### src/rtl/bayesian_class_scheduler_if.sv
// Request/result and Bayesian IMC core handshake bundle for the class scheduler.
// master = scheduler side, slave = requester/core side.
interface bayesian_class_scheduler_if;
  logic       req_start;
  logic [7:0] req_data;
  logic       core_start;
  logic [7:0] core_data;
  logic [1:0] core_weight_select;
  logic [3:0] core_mean;
  logic [3:0] core_conf;
  logic       core_done;
  logic       busy;
  logic       result_valid;
  logic [1:0] class_id;
  logic [3:0] class_mean;
  logic [3:0] class_conf;
  logic       abstain;
  logic       timeout_err;

  modport master (
    input  req_start, req_data, core_mean, core_conf, core_done,
    output core_start, core_data, core_weight_select, busy, result_valid,
           class_id, class_mean, class_conf, abstain, timeout_err
  );

  modport slave (
    output req_start, req_data, core_mean, core_conf, core_done,
    input  core_start, core_data, core_weight_select, busy, result_valid,
           class_id, class_mean, class_conf, abstain, timeout_err
  );
endinterface

### src/rtl/bayesian_class_scheduler.sv
// Sweeps NUM_CLASSES weight words through the Bayesian IMC core and reports the best class.
// Latency 2 + sum(D_k+3) cycles; req_start is dropped while busy, each core wait bounded by TIMEOUT_CYC.
module bayesian_class_scheduler #(
  parameter int NUM_CLASSES = 4,
  parameter int CONF_THRESH = 8,
  parameter int TIMEOUT_CYC = 255
) (
  input logic                        clk,
  input logic                        rst,
  bayesian_class_scheduler_if.master bus
);

  typedef enum logic [2:0] {IDLE, ISSUE, WAIT, CAPTURE, DECIDE, OUTPUT} state_t;

  localparam logic [1:0] LAST_IDX  = 2'(NUM_CLASSES - 1);
  localparam logic [7:0] WAIT_LAST = 8'(TIMEOUT_CYC - 1);
  localparam logic [3:0] THRESH    = 4'(CONF_THRESH);

  state_t     state, next_state;
  logic [1:0] idx;
  logic [7:0] wait_cnt;
  logic [7:0] query;
  logic [3:0] cand_mean, cand_conf;
  logic       best_vld;
  logic [1:0] best_id;
  logic [3:0] best_mean, best_conf;
  logic       timeout_err;
  logic [1:0] class_id;
  logic [3:0] class_mean, class_conf;
  logic       abstain;
  logic       wait_expired;
  logic       cand_wins;

  // Expiry is judged on the cycle the counter would reach TIMEOUT_CYC, so
  // WAIT lasts exactly TIMEOUT_CYC cycles and a done in the last one still wins.
  assign wait_expired = (wait_cnt >= WAIT_LAST);
  assign cand_wins    = !best_vld || (cand_mean > best_mean) ||
                        ((cand_mean == best_mean) && (cand_conf > best_conf));

  always_ff @(posedge clk) begin
    if (rst) state <= IDLE;
    else     state <= next_state;
  end

  always_comb begin
    next_state = state;
    case (state)
      IDLE:    if (bus.req_start) next_state = ISSUE;
      ISSUE:   next_state = WAIT;
      WAIT: begin
        if (bus.core_done)      next_state = CAPTURE;
        else if (wait_expired)  next_state = DECIDE;
      end
      CAPTURE: next_state = (idx == LAST_IDX) ? DECIDE : ISSUE;
      DECIDE:  next_state = OUTPUT;
      OUTPUT:  next_state = IDLE;
      default: next_state = IDLE;
    endcase
  end

  always_ff @(posedge clk) begin
    if (rst) begin
      idx         <= '0;
      wait_cnt    <= '0;
      query       <= '0;
      cand_mean   <= '0;
      cand_conf   <= '0;
      best_vld    <= 1'b0;
      best_id     <= '0;
      best_mean   <= '0;
      best_conf   <= '0;
      timeout_err <= 1'b0;
      class_id    <= '0;
      class_mean  <= '0;
      class_conf  <= '0;
      abstain     <= 1'b0;
    end else begin
      case (state)
        IDLE: begin
          if (bus.req_start) begin
            query       <= bus.req_data;
            idx         <= '0;
            best_vld    <= 1'b0;
            best_id     <= '0;
            best_mean   <= '0;
            best_conf   <= '0;
            timeout_err <= 1'b0;
          end
        end
        ISSUE: wait_cnt <= '0;
        WAIT: begin
          if (wait_cnt != 8'hFF) wait_cnt <= wait_cnt + 8'd1;
          if (bus.core_done) begin
            cand_mean <= bus.core_mean;
            cand_conf <= bus.core_conf;
          end else if (wait_expired) begin
            timeout_err <= 1'b1;
          end
        end
        CAPTURE: begin
          if (cand_wins) begin
            best_id   <= idx;
            best_mean <= cand_mean;
            best_conf <= cand_conf;
          end
          best_vld <= 1'b1;
          if (idx != LAST_IDX) idx <= idx + 2'd1;
        end
        // Decision registers load here so they change exactly with result_valid.
        DECIDE: begin
          class_id   <= best_id;
          class_mean <= best_mean;
          class_conf <= best_conf;
          abstain    <= timeout_err || (best_conf < THRESH);
        end
        default: ;
      endcase
    end
  end

  assign bus.core_start         = (state == ISSUE);
  assign bus.core_data          = query;
  assign bus.core_weight_select = idx;
  assign bus.busy               = (state != IDLE);
  assign bus.result_valid       = (state == OUTPUT);
  assign bus.class_id           = class_id;
  assign bus.class_mean         = class_mean;
  assign bus.class_conf         = class_conf;
  assign bus.abstain            = abstain;
  assign bus.timeout_err        = timeout_err;

endmodule

### src/flat_wrapper.sv
// flat-port wrapper written by rule: the top's interface ports become plain ports
module bayesian_class_scheduler_flat 
#(
  parameter int NUM_CLASSES = 4,
  parameter int CONF_THRESH = 8,
  parameter int TIMEOUT_CYC = 255
)
  (clk, rst, bus_req_start, bus_req_data, bus_core_mean, bus_core_conf, bus_core_done, bus_core_start, bus_core_data, bus_core_weight_select, bus_busy, bus_result_valid, bus_class_id, bus_class_mean, bus_class_conf, bus_abstain, bus_timeout_err);
  bayesian_class_scheduler_if bus_i ();
  input logic clk;
  input logic rst;
  input wire logic [$bits(bus_i.req_start)-1:0] bus_req_start;
  input wire logic [$bits(bus_i.req_data)-1:0] bus_req_data;
  input wire logic [$bits(bus_i.core_mean)-1:0] bus_core_mean;
  input wire logic [$bits(bus_i.core_conf)-1:0] bus_core_conf;
  input wire logic [$bits(bus_i.core_done)-1:0] bus_core_done;
  output wire logic [$bits(bus_i.core_start)-1:0] bus_core_start;
  output wire logic [$bits(bus_i.core_data)-1:0] bus_core_data;
  output wire logic [$bits(bus_i.core_weight_select)-1:0] bus_core_weight_select;
  output wire logic [$bits(bus_i.busy)-1:0] bus_busy;
  output wire logic [$bits(bus_i.result_valid)-1:0] bus_result_valid;
  output wire logic [$bits(bus_i.class_id)-1:0] bus_class_id;
  output wire logic [$bits(bus_i.class_mean)-1:0] bus_class_mean;
  output wire logic [$bits(bus_i.class_conf)-1:0] bus_class_conf;
  output wire logic [$bits(bus_i.abstain)-1:0] bus_abstain;
  output wire logic [$bits(bus_i.timeout_err)-1:0] bus_timeout_err;
  assign bus_i.req_start = bus_req_start;
  assign bus_i.req_data = bus_req_data;
  assign bus_i.core_mean = bus_core_mean;
  assign bus_i.core_conf = bus_core_conf;
  assign bus_i.core_done = bus_core_done;
  assign bus_core_start = bus_i.core_start;
  assign bus_core_data = bus_i.core_data;
  assign bus_core_weight_select = bus_i.core_weight_select;
  assign bus_busy = bus_i.busy;
  assign bus_result_valid = bus_i.result_valid;
  assign bus_class_id = bus_i.class_id;
  assign bus_class_mean = bus_i.class_mean;
  assign bus_class_conf = bus_i.class_conf;
  assign bus_abstain = bus_i.abstain;
  assign bus_timeout_err = bus_i.timeout_err;
  bayesian_class_scheduler #(.NUM_CLASSES(NUM_CLASSES), .CONF_THRESH(CONF_THRESH), .TIMEOUT_CYC(TIMEOUT_CYC)) u_core (.clk(clk), .rst(rst), .bus(bus_i));
endmodule
### config.mk
export PLATFORM = sky130hd
export DESIGN_NAME = bayesian_class_scheduler_flat
export DESIGN_NICKNAME = d
export VERILOG_FILES = /design/src/rtl/bayesian_class_scheduler_if.sv /design/src/rtl/bayesian_class_scheduler.sv /design/src/flat_wrapper.sv
export SDC_FILE = /design/constraint.sdc
export NUM_CORES = 1
export LEC_CHECK = 0
export ABC_AREA = 1
export CAP_MARGIN = 40
export CORE_MARGIN = 3
export CORE_UTILIZATION = 46
export CTS_CLUSTER_SIZE = 28
export DETAILED_ROUTE_END_ITERATION = 16
export PLACE_DENSITY = 0.75
export SLEW_MARGIN = 10
export SYNTH_ARGS = -nofsm -noshare
export SYNTH_HDL_FRONTEND = slang
export SYNTH_SLANG_ARGS = --single-unit
### constraint.sdc
create_clock -name clk -period 1.6 [get_ports clk]
set_clock_uncertainty 0.2 [all_clocks]
set_input_delay 0.16 -clock clk [delete_from_list [all_inputs] [get_ports clk]]
set_output_delay 0.16 -clock clk [all_outputs]
set_load 0.05 [all_outputs]
==> impl_metrics.py, run 1 <==
metrics = {
    "run_status": {
        "outcome": "complete, but fails checks",
        "failed_checks": "setup timing",
    },
    "cells_and_area": {
        "area_delta_synth_final_pct": 53.3,
        "nFillCells": 343,
        "final_area_um2": 3550,
        "diodes": 0,
        "regArea_um2": 1060,
        "drive_gt1_share_pct": 35.4,
        "fin_cells": 457,
        "multi_input_area_um2": 1270,
        "nNetsFinal": 420,
    },
    "routing": {
        "drc_errors": 0,
        "dr.first_iter.drc_count": 183,
        "totalWireLength_mm": 6.04,
        "vias": 2307,
        "vias_per_cell": 5.05,
        "postRouteAntennaNets": 0,
        "wire_per_inst_um": 13.2,
        "dr.pass1.iters": 4,
    },
    "critical_path": {
        "path_buf_inv": 2,
        "slowest_delay_ns": 0.35,
        "worstPathArrival_ns": 1.79,
        "cp_cell_sequence": "inv_2 > ha_4 > nand4_1 > nor2_1 > nand2_2 > nand3_4 > buf_6 > nand3_1 > a21oi_1",
        "crit_type": "reg -> reg",
        "cp-start-kind": "flip-flop",
        "cp-end-kind": "flip-flop",
        "cp_slowest_cell": "dfxtp_2",
        "cp_top_family": "simple AND/OR/NAND/NOR gates",
        "critPathRequiredTime_ns": 1.64,
        "path_max_fanout": 6,
    },
    "global_route": {
        "grt_pass1_wl_mm": 9.78,
        "gr-total-overflow": 0,
        "grt_max_degree": 19,
        "antenna_found_initial": 0,
        "grt_usage_pct": 20.3,
        "first_global_vias": 2140,
    },
    "timing": {
        "rsz0062_at_grt": "yes",
        "setup_ws_ns": -0.153,
        "setup_tns_ns": -1.34,
        "holdWs_ns": 0.194,
        "fin_crit_ns": 1.75,
        "finalSetupViolCount": 11,
        "hold_violations": 0,
        "max_slew_margin_pct": 79.4,
        "max_freq_mhz": 570,
        "worst_pin_slew_ns": 0.309,
        "finalCritPeriodShare_pct": 110,
        "maxSlewViolCount": 0,
    },
    "clock_tree": {
        "cts_tree": "built",
        "root_buffer": "clkbuf_8",
        "clkTransAtPathRegs_ns": 0.10,
        "numCtsBuffers": 5,
        "cts.htree.levels": 2,
        "cts_buffer_depth": 2,
        "clock_latency_ns": 0.31,
        "clock-sinks": 52,
    },
    "yosys": {
        "synth_top_family_by_area": "simple AND/OR/NAND/NOR gates",
        "netlist_instances": 305,
        "synth_mux_area_share_pct": 0,
        "yosysSeqAreaShare_pct": 44.9,
        "ys_seq_elements": 52,
        "yosysWarnings": 0,
        "syn_area_per_cell_um2": 7.60,
        "synth-xor-area-share_pct": 1.13,
        "synth-compound-area-share_pct": 14.8,
        "synthDistinctLibCells": 33,
        "synthesis.area_um2": 2320,
        "synth_nets": 336,
        "synthSimpleGateAreaFrac_pct": 25.4,
        "yosys.area_share.adder_pct": 5.94,
    },
    "floorplan": {
        "core_um2": 4790,
        "die_h_um": 77.0,
        "start_util_pct": 48.4,
        "rows": 25,
        "die_area_um2": 5930,
        "io_pins": 45,
        "die_x_um": 77.0,
    },
    "place": {
        "globalplace.congestion": 0.886,
        "dp_hpwl_mm": 4.00,
        "placed_cells": 440,
        "portBuffers": 44,
        "place_area_um2": 3220,
    },
    "power": {
        "peakVddDrop_uv": 902,
        "p_per_area_nw_per_um2": 1050,
        "leakagePower_nw": 1.46,
        "p_total_mw": 3.73,
    },
    "worst_hold_path": {
        "hp-class": "in -> reg",
    },
    "run": {
        "maxCapViolCount": 0,
    },
}
-- cells by family (layout without fill, tap and decap cells) --
group | after synthesis | in the layout
fa+ha+maj | 11 | 11
xor+xnor | 3 | 3
flops | 52 | 52
buf+inv | 45 | 128
simple gates | 129 | 131
compound gates | 65 | 65
-- cells in the mapped netlist --
master | number | area share, %
buf_4 | 2 | 0.65
nor2_1 | 35 | 5.7
or2_2 | 2 | 0.54
a21oi_1 | 35 | 7.6
buf_1 | 2 | 0.32
dfxtp_1 | 52 | 45
ha_1 | 11 | 5.9
nand2_4 | 2 | 0.97
a211oi_1 | 1 | 0.32
nor2_2 | 3 | 0.81
nor2_4 | 1 | 0.49
nor3_1 | 6 | 1.3
nand3_4 | 1 | 0.76
and3_1 | 1 | 0.27
inv_2 | 6 | 0.97
o22ai_1 | 1 | 0.27
nand3_2 | 2 | 0.86
buf_2 | 3 | 0.65
nand3_1 | 12 | 2.6
xor2_1 | 3 | 1.1
clkbuf_1 | 3 | 0.49
nand4_1 | 5 | 1.3
o21ai_0 | 21 | 4.5
o221a_2 | 1 | 0.49
nand2_1 | 58 | 9.4
o21ai_1 | 3 | 0.65
nor3_2 | 1 | 0.43
clkinv_2 | 1 | 0.22
a21o_1 | 1 | 0.32
clkinv_1 | 1 | 0.16
inv_1 | 27 | 4.4
a31oi_1 | 1 | 0.27
o21ai_2 | 1 | 0.38
-- final timing paths --
check             slack, ns  cells after the start                     from                       to
setup reg to reg      -0.15                      9      u_core.best_mean[2]      u_core.best_conf[2]
hold reg to reg        0.27                      2  u_core.bus.core_data[3]  u_core.bus.core_data[3]
hold / removal         0.19                      3          bus_req_data[3]  u_core.bus.core_data[3]
setup / recovery      -0.15                      9      u_core.best_mean[2]      u_core.best_conf[2]
-- report_power, final --
part / total [mW] / switching [mW] / internal [mW]
Clock: 0.774 / 0.459 / 0.315
Combinational: 1.44 / 0.846 / 0.599
Sequential: 1.51 / 0.0988 / 1.41
-- cell usage in the layout (no fill, tap or decap), drive strengths merged, types with 2 or more instances in the layout --
master,instances
nand3,15
a21oi,35
nand2,62
clkbuf,5
xor2,3
inv,35
or2,2
clkdlybuf4s50,19
nor2,39
o21ai,25
clkinv,3
dfxtp,52
nand4,5
nor3,7
buf,66
ha,11
-- metrics by stage --
stage / utilization, % / setup slack [ns]
2_1_floorplan: - / -0.0738
3_3_place_gp: 67.3 / -0.112
3_5_place_dp: 67.3 / -0.153
4_1_cts: 72.8 / -0.114
5_1_grt: 74.3 / -0.253
6_report: 74.3 / -0.153
-- registers in the layout, indices dropped and copies added, names as in the netlist, 2 cells and up --
signal,flops
u_core.best_conf,4
u_core.best_id,2
u_core.best_mean,4
u_core.bus.class_conf,4
u_core.bus.class_id,2
u_core.bus.class_mean,4
u_core.bus.core_data,8
u_core.bus.core_weight_select,2
u_core.cand_conf,4
u_core.cand_mean,4
u_core.state,3
u_core.wait_cnt,8
-- routing by layer --
metal | track usage (%) | share of wire, % | vias to the layer above
met5 | 0 | 0 | -
met4 | 5.34 | 1.6 | 0
met3 | 3.99 | 5.6 | 12
met2 | 34.9 | 50 | 66
met1 | 26.1 | 43 | 1061
li1 | - | - | 1168
-- worst min-delay path, cell delays in order --
cell             delay, ns
clkdlybuf4s50_1       0.39
nand2_1               0.06
a21oi_1               0.05
-- area by class of cell --
type	count	area share [%]
clock inverters	3	0.634
multi-input cells	210	35.7
inverters	35	3.84
repair buffers	85	25.7
flip-flops and latches	52	29.8
clock buffers	5	1.94
well taps	67	2.36
-- what timing repair did --
action                     CTS  global route
pin swaps                   19             7
buffers inserted             4             3
setup endpoints to repair   14            32
gates resized for setup     33            15
cloned                       1             1
hold buffers                 0             0
No activity file was read; power rests on OpenSTA's default activity.
==> run 2, diff against run 1 <==
Settings changed: CTS_CLUSTER_SIZE 28 to unset, GPL_TIMING_DRIVEN set to 0.
==> run 2 against run 1 <==
  * Final cell count shrank 5.3%
  * Critical path depth stayed put
  * Die area unchanged
  * Sequential share of layout area up 3.0 points
  * Sequential cell count unchanged
  * The run still ends with setup timing left
  * Largest cell class unchanged
  * Combinational power is 17% lower
  * Maximum frequency increased by 0.78%
==> impl_metrics.py, run 2 (same netlist as run 1, synthesis figures left out) <==
metrics = {
    "run_status": {
        "outcome": "complete, but fails checks",
        "failed_checks": "setup timing",
    },
    "global_route": {
        "antenna_found_initial": 0,
        "gr-total-overflow": 0,
        "grt_max_degree": 15,
        "first_global_vias": 2127,
        "grt_pass1_wl_mm": 9.63,
        "grt_usage_pct": 19.9,
    },
    "timing": {
        "max_freq_mhz": 575,
        "fin_crit_ns": 1.74,
        "worst_pin_slew_ns": 0.518,
        "finalCritPeriodShare_pct": 109,
        "finalSetupViolCount": 10,
        "hold_violations": 0,
        "setup_ws_ns": -0.140,
        "max_slew_margin_pct": 65.5,
        "maxSlewViolCount": 0,
        "rsz0062_at_grt": "yes",
    },
    "floorplan": {
        "rows": 25,
        "io_pins": 45,
        "die_x_um": 77.0,
        "die_h_um": 77.0,
        "start_util_pct": 48.4,
        "core_um2": 4790,
        "die_area_um2": 5930,
    },
    "routing": {
        "dr.first_iter.drc_count": 125,
        "vias": 2196,
        "totalWireLength_mm": 5.79,
        "wire_per_inst_um": 13.4,
        "postRouteAntennaNets": 0,
        "drc_errors": 0,
        "dr.pass1.iters": 4,
        "vias_per_cell": 5.07,
    },
    "critical_path": {
        "critPathRequiredTime_ns": 1.64,
        "cp_cell_sequence": "inv_2 > ha_4 > nand4_1 > nor2_2 > nand2_2 > nand3_4 > buf_6 > nand3_2 > a21oi_2",
        "cp-start-kind": "flip-flop",
        "slowest_delay_ns": 0.34,
        "crit_type": "reg -> reg",
        "worstPathArrival_ns": 1.78,
        "cp_slowest_cell": "dfxtp_2",
        "path_buf_inv": 2,
        "cp-end-kind": "flip-flop",
        "path_max_fanout": 5,
        "cp_top_family": "simple AND/OR/NAND/NOR gates",
    },
    "power": {
        "netSwitchingFraction_pct": 37.8,
        "power.internal_mw": 2.17,
        "peakVddDrop_uv": 744,
        "comb_power_share_pct": 34.0,
        "p_clk_share_pct": 22.1,
        "p_sw_mw": 1.32,
        "leakagePower_nw": 1.32,
        "p_total_mw": 3.50,
        "power.share.sequential_pct": 43.9,
        "p_per_area_nw_per_um2": 1080,
    },
    "clock_tree": {
        "numCtsBuffers": 5,
        "root_buffer": "clkbuf_8",
        "clock_latency_ns": 0.31,
        "cts_tree": "built",
        "clkTransAtPathRegs_ns": 0.09,
        "clock-sinks": 52,
        "cts.htree.levels": 2,
        "cts_buffer_depth": 2,
    },
    "cells_and_area": {
        "diodes": 0,
        "area_delta_synth_final_pct": 39.9,
        "drive_gt1_share_pct": 28.1,
        "fin_cells": 433,
        "nNetsFinal": 396,
        "final_util_pct": 67.8,
        "final_common_cell": "nand2_1",
        "most-common-layout-cells": "nand2_1 (55), dfxtp_1 (36), nor2_1 (33)",
    },
    "place": {
        "dp_hpwl_mm": 3.71,
        "placed_cells": 416,
        "globalplace.congestion": 0.856,
        "portBuffers": 44,
    },
    "run": {
        "maxCapViolCount": 0,
    },
    "worst_hold_path": {
        "hp-class": "in -> reg",
    },
}
==> run 2: cell count changes in the layout (fill, tap and decap cells not counted), sizes merged <==
cell | before | now
buf | 66 | 18
dlygate4sd2 | 0 | 18
clkdlybuf4s15 | 0 | 3
inv | 35 | 34
clkbuf | 5 | 12
clkinv | 3 | 1
nand2 | 62 | 61
==> run 2: timing repair <==
action                                  in CTS  in global routing
pin swaps                                   14                  6
endpoints found under the setup margin      67                 48
setup buffers                                5                  2
endpoints found under the hold margin        0                  0
cloned                                       2                  0
gates resized for setup                     86                 30
hold buffers                                 0                  0
==> run 2: final timing paths <==
check,slack (ns),start,end,cells past startpoint
hold / removal,0.20,bus_req_data[4],u_core.bus.core_data[4],3
hold reg to reg,0.26,u_core.bus.core_data[4],u_core.bus.core_data[4],2
setup / recovery,-0.14,u_core.best_mean[3],u_core.best_mean[2],9
setup reg to reg,-0.14,u_core.best_mean[3],u_core.best_mean[2],9
==> run 2: layout make-up <==
class | count | area [um^2]
tap | 67 | 83.8
sequential | 52 | 1070
inverter | 35 | 139
clock buffer | 8 | 90.1
buffer | 10 | 56.3
fill | 391 | 1540
multi-input combinational | 209 | 1320
timing repair buffer | 52 | 488
==> run 2: layer usage <==
layer	global-route usage [%]	up-vias	part of all wire [%]
li1	-	1121	-
met1	25.9	1013	46
met2	33.0	56	47
met3	4.34	6	6.2
met4	6.23	0	1.0
met5	0	-	0
==> run 2: worst min-delay path, delay by kind of cell <==
| family | cells | cell delay (ns) |
|---|---|---|
| simple gates | 1 | 0.06 |
| compound gates | 1 | 0.05 |
| buf+inv | 1 | 0.39 |
==> run 2: metrics by stage <==
step           TNS [ns]  worst slack (ns)  hold slack [ns]  instance area [um^2]
2_1_floorplan    -0.189           -0.0738           0.0949                  2350
3_5_place_dp      -6.51            -0.336            0.253                  2870
6_report          -1.25            -0.140            0.202                  3240
3_3_place_gp      -6.09            -0.322            0.248                  2870
4_1_cts           -1.15            -0.156            0.198                  3150
5_1_grt           -2.61            -0.278            0.208                  3240
==> run 2: power by group through the flow <==
stage          logic, mW  clock network, mW  registers (mW)
3_3_place_gp        1.06                  0            1.52
2_1_floorplan      0.616                  0            1.67
6_report            1.19              0.773            1.54
4_1_cts             1.11              0.790            1.51
5_1_grt             1.30              0.828            1.55
3_5_place_dp        1.07                  0            1.53
